### config.mk
export PLATFORM = sky130hd
export DESIGN_NAME = rect_renderer_flat
export DESIGN_NICKNAME = d
export VERILOG_FILES = /design/src/rtl/rect_renderer_if.sv /design/src/rtl/rect_renderer.sv /design/src/flat_wrapper.sv
export SDC_FILE = /design/constraint.sdc
export NUM_CORES = 1
export LEC_CHECK = 0
export ABC_AREA = 1
export BUFFER_PORTS_ARGS = -buffer_cell sky130_fd_sc_hd__buf_2
export CAP_MARGIN = 0
export CORE_ASPECT_RATIO = 0.7
export CORE_MARGIN = 5
export CORE_UTILIZATION = 50
export DETAILED_ROUTE_END_ITERATION = 8
export GPL_TIMING_DRIVEN = 0
export PLACE_DENSITY = 0.76
export SYNTH_ARGS = -nofsm -noshare
export SYNTH_HDL_FRONTEND = slang
export SYNTH_SLANG_ARGS = --single-unit
### constraint.sdc
create_clock -name clk -period 5.33 [get_ports clk]
set_input_delay 0 -clock clk [delete_from_list [all_inputs] [get_ports clk]]
set_output_delay 0 -clock clk [all_outputs]
set_load 0.01 [all_outputs]
### src/rtl/rect_renderer_if.sv
// Command handshake and framebuffer write port of the rectangle renderer.
// The renderer is the slave side: it takes commands and drives the writes.
interface rect_renderer_if #(
    parameter int ADDR_W = 20,
    parameter int DATA_W = 8
);
    logic              cmd_valid;
    logic              cmd_ready;
    logic [8:0]        cmd_x0;
    logic [7:0]        cmd_y0;
    logic [8:0]        cmd_w;
    logic [7:0]        cmd_h;
    logic [DATA_W-1:0] cmd_color;
    logic [ADDR_W-1:0] addrWrite;
    logic [DATA_W-1:0] dataWrite;
    logic              wr_valid;
    logic              busy;

    modport master (
        output cmd_valid, cmd_x0, cmd_y0, cmd_w, cmd_h, cmd_color,
        input  cmd_ready, addrWrite, dataWrite, wr_valid, busy
    );

    modport slave (
        input  cmd_valid, cmd_x0, cmd_y0, cmd_w, cmd_h, cmd_color,
        output cmd_ready, addrWrite, dataWrite, wr_valid, busy
    );
endinterface

### src/rtl/rect_renderer.sv
// Rectangle-fill rasterizer feeding the ping-pong framebuffer write port.
// One pixel per clock in raster order; address = y*H_RES + x.
// Optional feature macro RENDER_CLIP_EN: clip rectangles at the right/bottom
// edge. Without it, any rectangle crossing an edge is dropped as empty.
module rect_renderer #(
    parameter int H_RES  = 320,
    parameter int V_RES  = 240,
    parameter int ADDR_W = 20,
    parameter int DATA_W = 8
) (
    input  logic               clk,
    input  logic               rst_n,
    rect_renderer_if.slave     bus
);
    localparam logic [9:0] H_LIM = 10'(H_RES);
    localparam logic [9:0] V_LIM = 10'(V_RES);

    typedef enum logic {IDLE, DRAW} state_t;

    state_t            state;
    logic [8:0]        xCnt;
    logic [8:0]        xStart;
    logic [7:0]        yCnt;
    logic [9:0]        xEnd;
    logic [9:0]        yEnd;
    logic [DATA_W-1:0] colorReg;
    logic [ADDR_W-1:0] addrReg;
    logic [DATA_W-1:0] dataReg;
    logic              validReg;

    logic [9:0]        xSum;
    logic [9:0]        ySum;
    logic [9:0]        xLim;
    logic [9:0]        yLim;
    logic              cmdEmpty;
    logic              xLast;
    logic              yLast;
    logic [ADDR_W-1:0] pixAddr;

    // Bounds of the incoming command, evaluated in 10-bit arithmetic.
    always_comb begin
        xSum     = {1'b0, bus.cmd_x0} + {1'b0, bus.cmd_w};
        ySum     = {2'b0, bus.cmd_y0} + {2'b0, bus.cmd_h};
        cmdEmpty = (bus.cmd_w == 9'd0) || (bus.cmd_h == 8'd0) ||
                   ({1'b0, bus.cmd_x0} >= H_LIM) || ({2'b0, bus.cmd_y0} >= V_LIM);
`ifdef RENDER_CLIP_EN
        xLim = (xSum > H_LIM) ? H_LIM : xSum;
        yLim = (ySum > V_LIM) ? V_LIM : ySum;
`else
        xLim = xSum;
        yLim = ySum;
        if ((xSum > H_LIM) || (ySum > V_LIM)) begin
            cmdEmpty = 1'b1;
        end
`endif
    end

    // Raster position decode; the multiply by 320 is two shifts and an add.
    always_comb begin
        xLast   = (({1'b0, xCnt} + 10'd1) == xEnd);
        yLast   = (({2'b0, yCnt} + 10'd1) == yEnd);
        pixAddr = (ADDR_W'(yCnt) << 8) + (ADDR_W'(yCnt) << 6) + ADDR_W'(xCnt);
    end

    // Command acceptance, raster walk and registered write-port outputs.
    always_ff @(posedge clk or negedge rst_n) begin
        if (!rst_n) begin
            state    <= IDLE;
            xCnt     <= '0;
            xStart   <= '0;
            yCnt     <= '0;
            xEnd     <= '0;
            yEnd     <= '0;
            colorReg <= '0;
            addrReg  <= '0;
            dataReg  <= '0;
            validReg <= 1'b0;
        end else begin
            case (state)
                IDLE: begin
                    validReg <= 1'b0;
                    if (bus.cmd_valid) begin
                        colorReg <= bus.cmd_color;
                        xStart   <= bus.cmd_x0;
                        xCnt     <= bus.cmd_x0;
                        yCnt     <= bus.cmd_y0;
                        xEnd     <= xLim;
                        yEnd     <= yLim;
                        if (!cmdEmpty) begin
                            state <= DRAW;
                        end
                    end
                end
                DRAW: begin
                    addrReg  <= pixAddr;
                    dataReg  <= colorReg;
                    validReg <= 1'b1;
                    if (xLast) begin
                        xCnt <= xStart;
                        yCnt <= yCnt + 8'd1;
                        if (yLast) begin
                            state <= IDLE;
                        end
                    end else begin
                        xCnt <= xCnt + 9'd1;
                    end
                end
                default: state <= IDLE;
            endcase
        end
    end

    assign bus.cmd_ready = (state == IDLE);
    assign bus.busy      = (state != IDLE);
    assign bus.addrWrite = addrReg;
    assign bus.dataWrite = dataReg;
    assign bus.wr_valid  = validReg;
endmodule

### src/flat_wrapper.sv
// flat-port wrapper written by rule: the top's interface ports become plain ports
module rect_renderer_flat 
#(
    parameter int H_RES  = 320,
    parameter int V_RES  = 240,
    parameter int ADDR_W = 20,
    parameter int DATA_W = 8
)
  (clk, rst_n, bus_cmd_valid, bus_cmd_x0, bus_cmd_y0, bus_cmd_w, bus_cmd_h, bus_cmd_color, bus_cmd_ready, bus_addrWrite, bus_dataWrite, bus_wr_valid, bus_busy);
  rect_renderer_if #(.ADDR_W(ADDR_W), .DATA_W(DATA_W)) bus_i ();
  input  logic clk;
  input  logic rst_n;
  input wire logic [$bits(bus_i.cmd_valid)-1:0] bus_cmd_valid;
  input wire logic [$bits(bus_i.cmd_x0)-1:0] bus_cmd_x0;
  input wire logic [$bits(bus_i.cmd_y0)-1:0] bus_cmd_y0;
  input wire logic [$bits(bus_i.cmd_w)-1:0] bus_cmd_w;
  input wire logic [$bits(bus_i.cmd_h)-1:0] bus_cmd_h;
  input wire logic [$bits(bus_i.cmd_color)-1:0] bus_cmd_color;
  output wire logic [$bits(bus_i.cmd_ready)-1:0] bus_cmd_ready;
  output wire logic [$bits(bus_i.addrWrite)-1:0] bus_addrWrite;
  output wire logic [$bits(bus_i.dataWrite)-1:0] bus_dataWrite;
  output wire logic [$bits(bus_i.wr_valid)-1:0] bus_wr_valid;
  output wire logic [$bits(bus_i.busy)-1:0] bus_busy;
  assign bus_i.cmd_valid = bus_cmd_valid;
  assign bus_i.cmd_x0 = bus_cmd_x0;
  assign bus_i.cmd_y0 = bus_cmd_y0;
  assign bus_i.cmd_w = bus_cmd_w;
  assign bus_i.cmd_h = bus_cmd_h;
  assign bus_i.cmd_color = bus_cmd_color;
  assign bus_cmd_ready = bus_i.cmd_ready;
  assign bus_addrWrite = bus_i.addrWrite;
  assign bus_dataWrite = bus_i.dataWrite;
  assign bus_wr_valid = bus_i.wr_valid;
  assign bus_busy = bus_i.busy;
  rect_renderer #(.H_RES(H_RES), .V_RES(V_RES), .ADDR_W(ADDR_W), .DATA_W(DATA_W)) u_core (.clk(clk), .rst_n(rst_n), .bus(bus_i));
endmodule
-- Word level (Yosys, flattened, before mapping)
Index checks and enable logic that the tools add are counted.
- flip-flop bits (word level): 84
- output and inout bits: 31
- input port bits: 45
- word-level logic and storage cells: 48
- reduce and logical (&&, ||, !) cells: 8
- bitwise gates (word level): 1
- add/sub/neg operators: 8
- equality and inequality tests: 4
- multiplexer cells: 13
- order comparisons: 4
- operators by type and width (kind ; number):
    20-bit by 9-bit adder with 20-bit output ; 1
    10-bit == test ; 2
    9-bit two-way mux ; 2
    9-bit case mux with 2 select lines ; 1
    16-bit by 14-bit adder with 17-bit output ; 1
    8-bit two-way mux ; 2
    8-bit case mux with 2 select lines ; 1
    9-bit by 1-bit adder with 10-bit output, second input constant ; 1
    9-bit by 9-bit adder with 10-bit output ; 1
    10-bit by 8-bit > comparator with 1-bit output, second input constant ; 1
    10-bit by 9-bit > comparator with 1-bit output, second input constant ; 1
    8-bit by 1-bit adder with 9-bit output, second input constant ; 1
    8-bit by 8-bit adder with 9-bit output ; 1
    9-bit by 1-bit adder with 9-bit output, second input constant ; 1
    9-bit >= comparator, second input constant ; 1
    9-bit zero test ; 1
    8-bit by 1-bit adder with 8-bit output, second input constant ; 1
    8-bit >= comparator, second input constant ; 1
    8-bit zero test ; 1
    1-bit two-way mux ; 5
    1-bit logical OR ; 4
    2-bit != test, second input constant ; 2
    1-bit case mux with 2 select lines ; 2
    2-bit AND reduction ; 2
    1-bit inverter ; 1

-- Depth between registers and ports, before layout
- word-level depth: 8
- gate-level depth with buffers: 16
- mapped depth without buffers: 16

-- Least setup slack after synthesis
OpenSTA, ideal clock, no wires.
- path type: register to register
- start: register u_core.yCnt[0]
- end: register u_core.addrReg[15] (netlist: u_core.bus.addrWrite[15])
- stages on the path, launching flop included: 10
- data arrival time: 1.952 ns
- slack: 3.252 ns
- period minus slack after synthesis: 2.078 ns
- buffers on the path: 0
- required time: 5.204 ns
- setup time: 0.126 ns
- cell sequence: dfrtp_1 -> ha_1 -> inv_1 -> fa_1 -> xor2_1 -> or2_2 -> nor2_1 -> nand2_1 -> o21ai_0 -> nand3_1
- cells in the longest elaborated chain, start to end: 2
- ends and longest elaborated chain (what ; line ; text):
    from (decl) ; rect_renderer.sv:23 ; logic [7:0] yCnt;
    from (signal assigned) ; rect_renderer.sv:86 ; yCnt <= bus.cmd_y0;
    from (signal assigned) ; rect_renderer.sv:100 ; yCnt <= yCnt + 8'd1;
    16-bit by 14-bit adder with 17-bit output ; rect_renderer.sv:62 ; pixAddr = (ADDR_W'(yCnt) << 8) + (ADDR_W'(yCnt) << 6) + ADDR_W'(xCnt);
    20-bit by 9-bit adder with 20-bit output ; rect_renderer.sv:62 ;
    to (signal assigned) ; rect_renderer.sv:95 ; addrReg <= pixAddr;
    to (decl) ; rect_renderer.sv:27 ; logic [ADDR_W-1:0] addrReg;
No other way between the ends.
A chain may end at the register's enable or synchronous reset.

-- Worst setup path after layout
Ends and elaborated chain as after synthesis.

==> results.cfg <==
[finish]
diodes = 0
final_common_cell = nand2_1
register_area_mm2 = 0.00203
multiInputGateArea_mm2 = 0.00295
syn2layout_area_growth_pct = 17.4
layout-drive-gt1-share = 0.145
fill_cells = 946
fin_nets = 932
final_cell_mix = 284 x nand2_1, 85 x inv_1, 81 x dfrtp_1, 73 x buf_2, 55 x o21ai_0

[drt]
ant_nets = 0
wirelength_mm = 13.7
avgViaCountPerCell = 5.05
vias = 5006
avgRoutedWirePerCell_um = 13.8
drt_first_pass_iters = 6
remaining_drc_errors = 0
drt_iter0_drc = 312

[clock_tree]
cts-root-buf = clkbuf_16
cts-htree-levels = 3
clock_latency_ns = 0.35
clk_pin_slew_ns = 0.07
clock-sinks = 81
numCtsBuffers = 9
cts_tree = yes
clock_path_buffers = 2

[setup_path]
r2r_end = u_core.bus.addrWrite[15]
r2r-start = u_core.yCnt[0]
r2r_cells = 9
arrival_ns = 2.58
crit_chain = ha_1 > inv_1 > fa_1 > xor2_1 > or2_2 > nor2_1 > nand2_1 > o21ai_0 > nand3_1
crit_fanout = 9
crit_path_start_kind = flip-flop
cp_data_required_time_ns = 5.56
end_kind = flip-flop
critPathMaxStageDelay_ns = 0.55
r2r_setup_slack_ns = 2.98
slowest_stage = dfrtp_1
crit_type = flip-flop to flip-flop

[pwr]
p_per_area_mw_per_mm2 = 381
ir_drop_uv = 176
p_leak_nw = 3.36

[floorplanning]
die_area_mm2 = 0.0131
io_pins = 76
die_w_um = 135
core-area_mm2 = 0.0105
initial_core_util = 0.520
die_y_um = 97.3
rows = 31

[global_routing]
grt_max_degree = 42
antenna_found_initial = 0
grt_pass1_vias = 4602
grt_first_pass_wirelength_mm = 22.7
grt.overflow.total = 0
globalRouteTotalUtil = 0.213

[status]
run_status = complete, no violations

[sta]
fin_skew_ns = 0.00656
final_hold_viol_count = 0
setup_viol = 0
tns_ns = 0
whs_ns = 0.00214
post-route-period-util = 0.441
rsz0062_at_grt = no
timing.final.crit_period_ns = 2.35
slew_violations = 0
worstMarginPinSlew_ns = 0.603
fmax_mhz = 426
relSlewSlack = 0.598

[worst_hold_path]
min_to = u_core.xStart[4]
min_path_cells = 3
holdCritPathClass = input pin to flip-flop
min-delay-start = bus_cmd_x0[4]

[synth]
yosysTopAreaCell = dfrtp_1
syn_area_mm2 = 0.00544
synth_cells = 759
synth_top_area_frac = 0.372
synth_top_cells_by_area = dfrtp_1 37%, nand2_1 20%, ha_1 6.4%
synth.avg_cell_area_um2 = 7.17
synth.ff_latch_count = 81
ys_warn_count = 0
ys_seq_area_frac = 0.372
ys_types = 41

[place]
globalplace.congestion = 0.904
port-buffer-count = 73
place_hpwl_mm = 10.6

[job]
max_cap_violations = 0
cell families (layout without fill, tap and decap cells):
logic type               count (synthesis)  count (layout)  share of synthesized area
AO/OA/AOI/OAI                           91              91                     0.0901
XOR/XNOR                                20              20                     0.0322
adder cells (fa/ha/maj)                 32              32                     0.0791
buffers and inverters                  111             211                     0.0869
flip-flops                              81              81                      0.372
other                                    1               2                   0.000689
AND/OR/NAND/NOR                        423             423                      0.339
final cells by class:
cell class	count	share of cell area
Multi-Input combinational cell	568	0.461
Sequential cell	81	0.317
Timing Repair Buffer	84	0.0764
Inverter	88	0.0517
Clock buffer	10	0.0374
Tap cell	132	0.0259
Buffer	23	0.0223
Clock inverter	6	0.00783
worst max path at each step:
stage	from	to	slack (ns)
after global placement	u_core.yCnt[0]	u_core.bus.addrWrite[15]	3.08
after global routing	u_core.yCnt[0]	u_core.bus.addrWrite[14]	2.74
final	u_core.yCnt[0]	u_core.bus.addrWrite[15]	2.98
after detailed placement	u_core.yCnt[0]	u_core.bus.addrWrite[14]	3.01
after CTS	u_core.yCnt[0]	u_core.bus.addrWrite[14]	3.00
after floorplan	u_core.yCnt[0]	u_core.bus.addrWrite[15]	3.25
metal layers:
layer | track usage | wire (µm) | part of all wire | up-vias
met5 | 0 | 0 | 0 | -
li1 | - | - | - | 2640
met1 | 0.336 | 7220 | 0.53 | 2171
met3 | 0.0378 | 1010 | 0.073 | 17
met4 | 0.0618 | 195 | 0.014 | 0
met2 | 0.292 | 5300 | 0.39 | 178
synth_stat cells:
library cell  number
nand2_1          284
inv_1             85
dfrtp_1           81
o21ai_0           55
nand3_1           45
nor2_1            37
ha_1              28
nand4_1           24
a21oi_1           18
clkbuf_1          15
xor2_1            12
xnor2_1            8
nand2_2            7
o22ai_1            7
nand3b_1           5
fa_1               4
nor2_2             4
inv_2              3
nor2_4             3
nor3_1             3
or2_2              3
a31oi_1            2
buf_4              2
buf_6              2
buf_8              2
nand3_2            2
nor4_1             2
o211ai_1           2
o21ai_2            2
a211oi_1           1
a21boi_0           1
a22o_1             1
and3_1             1
buf_2              1
clkbuf_8           1
conb_1             1
nand2_4            1
nand3_4            1
nand4_4            1
o21ai_1            1
o21bai_1           1
registers in the layout (all words and copies together), names as in the netlist:
register and count:
u_core.bus.wr_valid 1, u_core.bus.busy 1, u_core.xCnt 9, u_core.bus.addrWrite 18, u_core.xEnd 10, u_core.colorReg 8, u_core.bus.dataWrite 8, u_core.yEnd 9
u_core.yCnt 8, u_core.xStart 9
what timing repair did:
action | CTS | global route
gates resized for setup | 0 | 0
hold buffers | 10 | 0
setup buffers | 0 | 0
endpoints found under the hold margin | 49 | 0
metrics by stage:
stage          utilization  power [mW]  cells  setup WS, ns  area [µm²]
2_1_floorplan            -        1.57    760          3.25        5450
3_3_place_gp         0.571        1.80    965          3.08        5980
3_5_place_dp         0.573        1.83    966          3.01        6000
4_1_cts              0.610        2.44    992          3.00        6390
5_1_grt              0.610        2.65    992          2.74        6390
6_report             0.610        2.44    992          2.98        6390
power by group:
part           leakage [nW]  switching, mW  internal, mW
logic                  2.28          0.613         0.394
registers             0.955          0.100         0.729
clock network         0.129          0.268         0.333
total                  3.36          0.982          1.46
worst max-delay path: cells and delay by family (launching register included):
family | cells | cell delay (ns)
AO/OA/AOI/OAI | 1 | 0.18
XOR/XNOR | 1 | 0.19
adder cells (fa/ha/maj) | 2 | 0.63
buffers and inverters | 1 | 0.06
flip-flops | 1 | 0.55
AND/OR/NAND/NOR | 4 | 0.63
No activity file was read; power rests on OpenSTA's default activity.
